==> config.mk <==
export PLATFORM = sky130hd
export DESIGN_NAME = race_controller
export DESIGN_NICKNAME = d
export VERILOG_FILES = /design/src/rtl/race_pkg.sv /design/src/rtl/race_lap_tracker.sv /design/src/rtl/race_controller.sv
export SDC_FILE = /design/constraint.sdc
export NUM_CORES = 1
export LEC_CHECK = 0
export BUFFER_PORTS_ARGS = -buffer_cell sky130_fd_sc_hd__buf_2
export CAP_MARGIN = 10
export CORE_MARGIN = 2
export CORE_UTILIZATION = 60
export CTS_CLUSTER_SIZE = 14
export DETAILED_ROUTE_END_ITERATION = 6
export GPL_ROUTABILITY_DRIVEN = 0
export PLACE_DENSITY_LB_ADDON = 0.05
export SYNTH_ARGS = -nofsm -noshare
export SYNTH_HDL_FRONTEND = slang
export SYNTH_SLANG_ARGS = --single-unit
==> constraint.sdc <==
create_clock -name clk -period 6.5 [get_ports clk]
set_input_delay 0 -clock clk [delete_from_list [all_inputs] [get_ports clk]]
set_output_delay 0 -clock clk [all_outputs]
set_load 0.02 [all_outputs]
==> src/rtl/race_pkg.sv <==
// Shared race-game definitions: state encoding, winner codes, track boxes and BCD helper.
package race_pkg;

    typedef enum logic [2:0] {
        IDLE      = 3'd0,
        READY     = 3'd1,
        COUNTDOWN = 3'd2,
        RACING    = 3'd4,
        FINISH    = 3'd5
    } race_state_e;

    typedef enum logic [1:0] {
        WIN_NONE = 2'd0,
        WIN_P1   = 2'd1,
        WIN_P2   = 2'd2,
        WIN_TIE  = 2'd3
    } winner_e;

    localparam logic [9:0] FIN_X0_DEF = 10'd0;
    localparam logic [9:0] FIN_X1_DEF = 10'd40;
    localparam logic [9:0] FIN_Y0_DEF = 10'd115;
    localparam logic [9:0] FIN_Y1_DEF = 10'd135;
    localparam logic [9:0] CHK_X0_DEF = 10'd270;
    localparam logic [9:0] CHK_X1_DEF = 10'd319;
    localparam logic [9:0] CHK_Y0_DEF = 10'd100;
    localparam logic [9:0] CHK_Y1_DEF = 10'd140;

    localparam logic [15:0] TIME_MAX = 16'h9999;

    // Signed compare so a zero lower bound is not a constant-true unsigned test.
    function automatic logic in_box(input logic [9:0] x, input logic [9:0] y,
                                    input logic [9:0] x0, input logic [9:0] x1,
                                    input logic [9:0] y0, input logic [9:0] y1);
        return ($signed({1'b0, x}) >= $signed({1'b0, x0})) &&
               ($signed({1'b0, x}) <= $signed({1'b0, x1})) &&
               ($signed({1'b0, y}) >= $signed({1'b0, y0})) &&
               ($signed({1'b0, y}) <= $signed({1'b0, y1}));
    endfunction

    function automatic logic [15:0] bcd_inc(input logic [15:0] t);
        logic [15:0] r;
        logic        carry;
        r     = t;
        carry = 1'b1;
        for (int i = 0; i < 4; i++) begin
            if (carry) begin
                if (r[4*i +: 4] == 4'd9) begin
                    r[4*i +: 4] = 4'd0;
                end else begin
                    r[4*i +: 4] = r[4*i +: 4] + 4'd1;
                    carry       = 1'b0;
                end
            end
        end
        return r;
    endfunction

endpackage

==> src/rtl/race_lap_tracker.sv <==
// Per-player lap counter: checkpoint arming, finish-line entry edge, saturating lap count.
module lap_tracker
    import race_pkg::*;
#(
    parameter int unsigned LAPS   = 3,
    parameter logic [9:0]  FIN_X0 = FIN_X0_DEF,
    parameter logic [9:0]  FIN_X1 = FIN_X1_DEF,
    parameter logic [9:0]  FIN_Y0 = FIN_Y0_DEF,
    parameter logic [9:0]  FIN_Y1 = FIN_Y1_DEF,
    parameter logic [9:0]  CHK_X0 = CHK_X0_DEF,
    parameter logic [9:0]  CHK_X1 = CHK_X1_DEF,
    parameter logic [9:0]  CHK_Y0 = CHK_Y0_DEF,
    parameter logic [9:0]  CHK_Y1 = CHK_Y1_DEF
) (
    input  logic       clk,
    input  logic       rst,
    input  logic       clear,
    input  logic       enable,
    input  logic [9:0] x,
    input  logic [9:0] y,
    output logic [2:0] lap,
    output logic       done
);

    logic [9:0] x_q, y_q;
    logic       fin_prev_q, armed_q;
    logic [2:0] lap_q;
    logic       in_fin, in_chk, lap_inc;

    assign in_fin  = in_box(x_q, y_q, FIN_X0, FIN_X1, FIN_Y0, FIN_Y1);
    assign in_chk  = in_box(x_q, y_q, CHK_X0, CHK_X1, CHK_Y0, CHK_Y1);
    assign lap_inc = enable && in_fin && !fin_prev_q && armed_q && (lap_q != 3'(LAPS));

    always_ff @(posedge clk or posedge rst) begin
        if (rst) begin
            x_q        <= '0;
            y_q        <= '0;
            fin_prev_q <= 1'b0;
            armed_q    <= 1'b0;
            lap_q      <= '0;
        end else begin
            x_q        <= x;
            y_q        <= y;
            // Edge history keeps running outside the race so the grid slot never looks like an entry.
            fin_prev_q <= clear ? 1'b0 : in_fin;
            if (clear) begin
                armed_q <= 1'b0;
                lap_q   <= '0;
            end else if (enable) begin
                if (lap_inc) begin
                    armed_q <= 1'b0;
                    lap_q   <= lap_q + 3'd1;
                end else if (in_chk) begin
                    armed_q <= 1'b1;
                end
            end
        end
    end

    assign lap  = lap_q;
    assign done = (lap_q == 3'(LAPS));

endmodule

==> src/rtl/race_controller.sv <==
// Game-flow FSM and referee: start/ready handshake, countdown, race timer, lap/winner decision.
module race_controller
    import race_pkg::*;
#(
    parameter int unsigned TICK_DIV    = 10_000_000,
    parameter int unsigned COUNT_TICKS = 10,
    parameter int unsigned LAPS        = 3,
    parameter logic [9:0]  FIN_X0      = FIN_X0_DEF,
    parameter logic [9:0]  FIN_X1      = FIN_X1_DEF,
    parameter logic [9:0]  FIN_Y0      = FIN_Y0_DEF,
    parameter logic [9:0]  FIN_Y1      = FIN_Y1_DEF,
    parameter logic [9:0]  CHK_X0      = CHK_X0_DEF,
    parameter logic [9:0]  CHK_X1      = CHK_X1_DEF,
    parameter logic [9:0]  CHK_Y0      = CHK_Y0_DEF,
    parameter logic [9:0]  CHK_Y1      = CHK_Y1_DEF
) (
    input  logic        clk,
    input  logic        rst,
    input  logic        start,
    input  logic        p1_honk,
    input  logic        p2_honk,
    input  logic [9:0]  p1_x,
    input  logic [9:0]  p1_y,
    input  logic [9:0]  p2_x,
    input  logic [9:0]  p2_y,
    output logic [2:0]  state,
    output logic [1:0]  countdown,
    output logic [2:0]  p1_lap,
    output logic [2:0]  p2_lap,
    output logic [1:0]  winner,
    output logic [15:0] time_bcd,
    output logic        p1_ready,
    output logic        p2_ready
);

    localparam int unsigned TW = (TICK_DIV > 1) ? $clog2(TICK_DIV) : 1;
    localparam int unsigned SW = (COUNT_TICKS > 1) ? $clog2(COUNT_TICKS) : 1;

    race_state_e state_q, state_d;
    winner_e     win_q, win_d;
    logic          start_q, start_rise;
    logic [1:0]    cd_q, cd_d;
    logic [15:0]   time_q, time_d;
    logic          p1r_q, p1r_d, p2r_q, p2r_d;
    logic [TW-1:0] tick_q, tick_d;
    logic [SW-1:0] step_q, step_d;
    logic          tick, clear, track_en;
    logic          p1_done, p2_done;

    assign start_rise = start && !start_q;
    assign tick       = (tick_q == TW'(TICK_DIV - 1));
    // Trackers freeze once anyone is done so the winner matches the displayed laps.
    assign track_en   = (state_q == RACING) && !(p1_done || p2_done);

    always_comb begin
        state_d = state_q;
        win_d   = win_q;
        cd_d    = cd_q;
        time_d  = time_q;
        p1r_d   = p1r_q;
        p2r_d   = p2r_q;
        step_d  = step_q;
        clear   = 1'b0;
        case (state_q)
            IDLE: begin
                if (start_rise) state_d = READY;
            end
            READY: begin
                p1r_d = p1r_q || p1_honk;
                p2r_d = p2r_q || p2_honk;
                if (p1r_d && p2r_d) begin
                    state_d = COUNTDOWN;
                    clear   = 1'b1;
                    p1r_d   = 1'b0;
                    p2r_d   = 1'b0;
                    cd_d    = 2'd3;
                    step_d  = '0;
                    win_d   = WIN_NONE;
                    time_d  = '0;
                end
            end
            COUNTDOWN: begin
                if (tick) begin
                    if (step_q == SW'(COUNT_TICKS - 1)) begin
                        step_d = '0;
                        if (cd_q == 2'd1) begin
                            cd_d    = 2'd0;
                            state_d = RACING;
                        end else begin
                            cd_d = cd_q - 2'd1;
                        end
                    end else begin
                        step_d = step_q + SW'(1);
                    end
                end
            end
            RACING: begin
                if (p1_done || p2_done) begin
                    state_d = FINISH;
                    win_d   = (p1_done && p2_done) ? WIN_TIE : (p1_done ? WIN_P1 : WIN_P2);
                end else if (tick && (time_q != TIME_MAX)) begin
                    time_d = bcd_inc(time_q);
                end
            end
            FINISH: begin
                if (start_rise) state_d = IDLE;
            end
            default: state_d = IDLE;
        endcase
    end

    always_comb begin
        tick_d = '0;
        if ((state_d == state_q) && ((state_q == COUNTDOWN) || (state_q == RACING))) begin
            tick_d = tick ? '0 : tick_q + TW'(1);
        end
    end

    always_ff @(posedge clk or posedge rst) begin
        if (rst) begin
            state_q <= IDLE;
            start_q <= 1'b0;
            win_q   <= WIN_NONE;
            cd_q    <= '0;
            time_q  <= '0;
            p1r_q   <= 1'b0;
            p2r_q   <= 1'b0;
            tick_q  <= '0;
            step_q  <= '0;
        end else begin
            state_q <= state_d;
            start_q <= start;
            win_q   <= win_d;
            cd_q    <= cd_d;
            time_q  <= time_d;
            p1r_q   <= p1r_d;
            p2r_q   <= p2r_d;
            tick_q  <= tick_d;
            step_q  <= step_d;
        end
    end

    lap_tracker #(
        .LAPS(LAPS), .FIN_X0(FIN_X0), .FIN_X1(FIN_X1), .FIN_Y0(FIN_Y0), .FIN_Y1(FIN_Y1),
        .CHK_X0(CHK_X0), .CHK_X1(CHK_X1), .CHK_Y0(CHK_Y0), .CHK_Y1(CHK_Y1)
    ) u_p1_tracker (
        .clk    (clk),
        .rst    (rst),
        .clear  (clear),
        .enable (track_en),
        .x      (p1_x),
        .y      (p1_y),
        .lap    (p1_lap),
        .done   (p1_done)
    );

    lap_tracker #(
        .LAPS(LAPS), .FIN_X0(FIN_X0), .FIN_X1(FIN_X1), .FIN_Y0(FIN_Y0), .FIN_Y1(FIN_Y1),
        .CHK_X0(CHK_X0), .CHK_X1(CHK_X1), .CHK_Y0(CHK_Y0), .CHK_Y1(CHK_Y1)
    ) u_p2_tracker (
        .clk    (clk),
        .rst    (rst),
        .clear  (clear),
        .enable (track_en),
        .x      (p2_x),
        .y      (p2_y),
        .lap    (p2_lap),
        .done   (p2_done)
    );

    assign state     = state_q;
    assign countdown = cd_q;
    assign winner    = win_q;
    assign time_bcd  = time_q;
    assign p1_ready  = p1r_q;
    assign p2_ready  = p2r_q;

endmodule

==> reports/results.md <==
| Item | Value |
| --- | --- |
| CTS-repair resized insts | 0 |
| Largest net degree at the start of global routing | 66 |
| Overall routed net length | 10.3 mm |
| First-pass iteration count of the detailed router | 4 |
| Share of flip-flops with an asynchronous set or reset | 100% |
| # DRC | 0 |
| Root buffer cell | sky130_fd_sc_hd__clkbuf_8 |
| Post-DP HPWL | 6.29 mm |
| Ratio of cells with drive above 1 in the final layout | 18.5% |
| Std-Cell Core Area | 7290 sq um |
| Clock-pin transition on the worst setup and hold timing paths | 0.11 ns |
| Worst min path class | input port to async pin |
| Cell internal pwr | 969 uW |
| Area growth from synthesis to layout | 24.8% |
| Post-layout min period | 2.61 ns |
| Distinct cell type count of the synthesized netlist | 56 |
| Top-level port count | 76 |
| Final routed wire length divided by cell count | 15.8 um |
| Crit path kind | flop to flop |
| Placement row count | 31 |
| Result of the run | finished clean |
| Width of the die | 90.9 um |
| Clk Latency, worst-skew pair | 0.38 ns |
| Nets | 609 |
| CTS tree | yes |
| Number of setup violations in the final report | 0 |
| Setup repair after global routing missed its margin | no |
| Maxcap violations | 0 |
| Syn_nets | 483 |
| All-layer global routing usage | 26.6% |
| Peak supply drop | 0.000162 V |
| Hold Vio Cnt, Final | 0 |
| Flip-flop cell with the highest count after synthesis | sky130_fd_sc_hd__dfrtp_1 |
| Floorplan die area | 8270 sq um |
| Count of flip-flops with a built-in enable after synthesis | 0 |
| Setup crit start kind | flop |
| Via count of the first global-routing pass | 3,724 |
| Initial core utilization | 62.2% |
| Setup TNS | 0 ns |
| Net switching component of the power | 480 uW |
| Die span in y | 90.9 um |
| Sequential-to-total area share from yosys stat | 57.4% |
| Number of synthesized register bits | 104 |
| Routed via count | 3,651 |
| Worst hold slack | 0.168 ns |
| Switching part of the total | 33.2% |
| Power density relative to cell area | 256 nW/um^2 |
| Summed instance area of the synthesized netlist | 4540 sq um |
| Global-route wire length before repair | 17.5 mm |
| Warnings from Yosys | 0 |
| Buffers inserted during post-CTS setup optimization | 0 |
| Number of antenna violations at the first check in global routing | 0 |
| Number of nets with antenna violations after routing | 0 |
| CP endpoint kind | flop |
| Iteration-0 DRC Markers | 135 |
| Diode insertion count for antenna repair | 0 |
| Final Skew | 0.0144 ns |
| H-tree level count | 3 |
| Peak clock frequency supported by timing | 0.383 GHz |
| Worst path required time | 6.82 ns |
| Total of fill cells in the finished design | 496 |
| Final max-slew violation count | 0 |
| Final period util | 40.1% |
| Port Buffer Count | 75 |
| Total CTS buffers | 9 |
| Worst Path Max Fanout | 17 |
| Number of buffers on the longest clock path | 2 |
| Relative contribution of the clock network to total power | 26.4% |
| Avg Inst Size Synth | 10.8 sq um |
| Detailed-route vias per instance | 5.61 |
| Number of sinks handled by clock tree synthesis | 104 |
| Crit path arrival time | 2.93 ns |
| Static Leak | 0.00263 uW |
| Gate power share | 21.1% |
| Max-slew headroom at the worst pin | 45.4% |
| Syn Inst Count | 421 |
| Part of the power in registers | 52.5% |
| Global-route congestion overflow total | 0 |
| Transition time at the pin with the least slew margin | 0.819 ns |
[synthesized netlist by cell type, types with 4 or more instances]
library cell	number	area [sq um]
sky130_fd_sc_hd__or4_1	6	45.0
sky130_fd_sc_hd__clkbuf_1	4	15.0
sky130_fd_sc_hd__ha_1	17	213
sky130_fd_sc_hd__a21oi_1	20	100
sky130_fd_sc_hd__or2_2	4	25.0
sky130_fd_sc_hd__or3_1	6	37.5
sky130_fd_sc_hd__xor2_1	19	166
sky130_fd_sc_hd__nand2_1	35	131
sky130_fd_sc_hd__o31ai_1	4	30.0
sky130_fd_sc_hd__o21ai_0	22	110
sky130_fd_sc_hd__xnor2_1	6	52.6
sky130_fd_sc_hd__and3_1	5	31.3
sky130_fd_sc_hd__nor2_1	48	180
sky130_fd_sc_hd__nor2b_1	4	25.0
sky130_fd_sc_hd__o211ai_1	4	30.0
sky130_fd_sc_hd__inv_1	16	60.1
sky130_fd_sc_hd__nand4_1	8	50.1
sky130_fd_sc_hd__nand3_1	20	100
sky130_fd_sc_hd__dfrtp_1	104	2600
sky130_fd_sc_hd__nor3_1	11	55.1
sky130_fd_sc_hd__nand3b_1	5	37.5
[cell families after synthesis]
family,synth area share [%]
buffers and inverters,1.96
muxes,0.441
AOI/OAI and AO/OA,10.1
DFF,57.4
adders and majority gates,4.69
xor gates and xnor gates,4.83
and+or+nand+nor,20.6
[worst paths after layout]
kind	slack [ns]	from	end	depth (start not counted)
min in group clk	0.26	p2_x[2]	u_p2_tracker.x_q[2]	2
max in group asynchronous	5.11	rst	u_p2_tracker.lap[2]	4
hold reg to reg	0.51	time_bcd[11]	time_bcd[11]	1
setup / recovery	3.89	state[0]	time_bcd[7]	6
setup reg to reg	3.89	state[0]	time_bcd[7]	6
hold / removal	0.17	rst	u_p2_tracker.y_q[2]	3
[power by group through the flow]
stage / Sequential [uW] / Combinational (uW) / Clock [uW]
6_report: 760 / 306 / 383
5_1_grt: 770 / 340 / 418
4_1_cts: 757 / 301 / 390
3_5_place_dp: 770 / 275 / 0
3_3_place_gp: 766 / 266 / 0
2_1_floorplan: 799 / 152 / 0
[routing by layer]
metal | wire, um | global-route usage, %
met4 | 337 | 12.1
met2 | 5180 | 45.1
met3 | 506 | 5.98
met1 | 4250 | 32.4
met5 | 0 | 0
[worst max-delay path: stages, from the launching register on]
cell	delay [ns]
sky130_fd_sc_hd__dfrtp_1	0.49
sky130_fd_sc_hd__nor3b_2	0.40
sky130_fd_sc_hd__inv_1	0.11
sky130_fd_sc_hd__nor2_2	0.59
sky130_fd_sc_hd__o21ai_1	0.34
sky130_fd_sc_hd__or4_1	0.53
sky130_fd_sc_hd__nand3_1	0.09
[state kept, by name (all words and copies together), names as in the netlist, 2 cells and up]
register and count:
u_p1_tracker.lap 3, u_p2_tracker.y_q 10, winner 2, state 3, u_p1_tracker.x_q 10, u_p2_tracker.lap 3, time_bcd 16, tick_q 24
u_p2_tracker.x_q 10, u_p1_tracker.y_q 10, step_q 4, countdown 2
[cells in the final DEF (no fill, tap or decap), drive strengths merged, types with 8 or more instances in the layout]
master,synthesis,layout
o21ai,23,23
nor3,11,11
a21oi,21,21
nand4,8,8
nand3,20,20
buf,2,77
ha,17,17
dlygate4sd3,0,45
dfrtp,104,104
clkbuf,5,10
nor2,49,49
xor2,19,19
inv,16,20
nand2,35,35
[final cells by class]
type | count | area [sq um] | area share, %
clock buffer | 10 | 128 | 2.25
clock inverter | 6 | 60.1 | 1.06
inverter | 16 | 62.6 | 1.10
timing repair buffer | 122 | 841 | 14.9
tap | 99 | 124 | 2.19
multi-input combinational | 294 | 1840 | 32.6
sequential | 104 | 2600 | 46.0
[through the flow]
stage,util [%],power (uW),setup slack [ns],instances,area [sq um]
after floorplan,-,951,3.77,421,4540
after global placement,68.9,1030,4.04,590,5020
after detailed placement,68.9,1050,3.95,590,5020
after CTS,77.6,1450,3.93,651,5660
after global routing,77.6,1530,3.67,651,5660
final,77.6,1450,3.89,651,5660
[repair_timing]
item	CTS	global route
endpoints found under the setup margin	0	0
hold buffers	45	0
hold endpoints to repair	82	0
No activity file was read; power rests on OpenSTA's default activity.
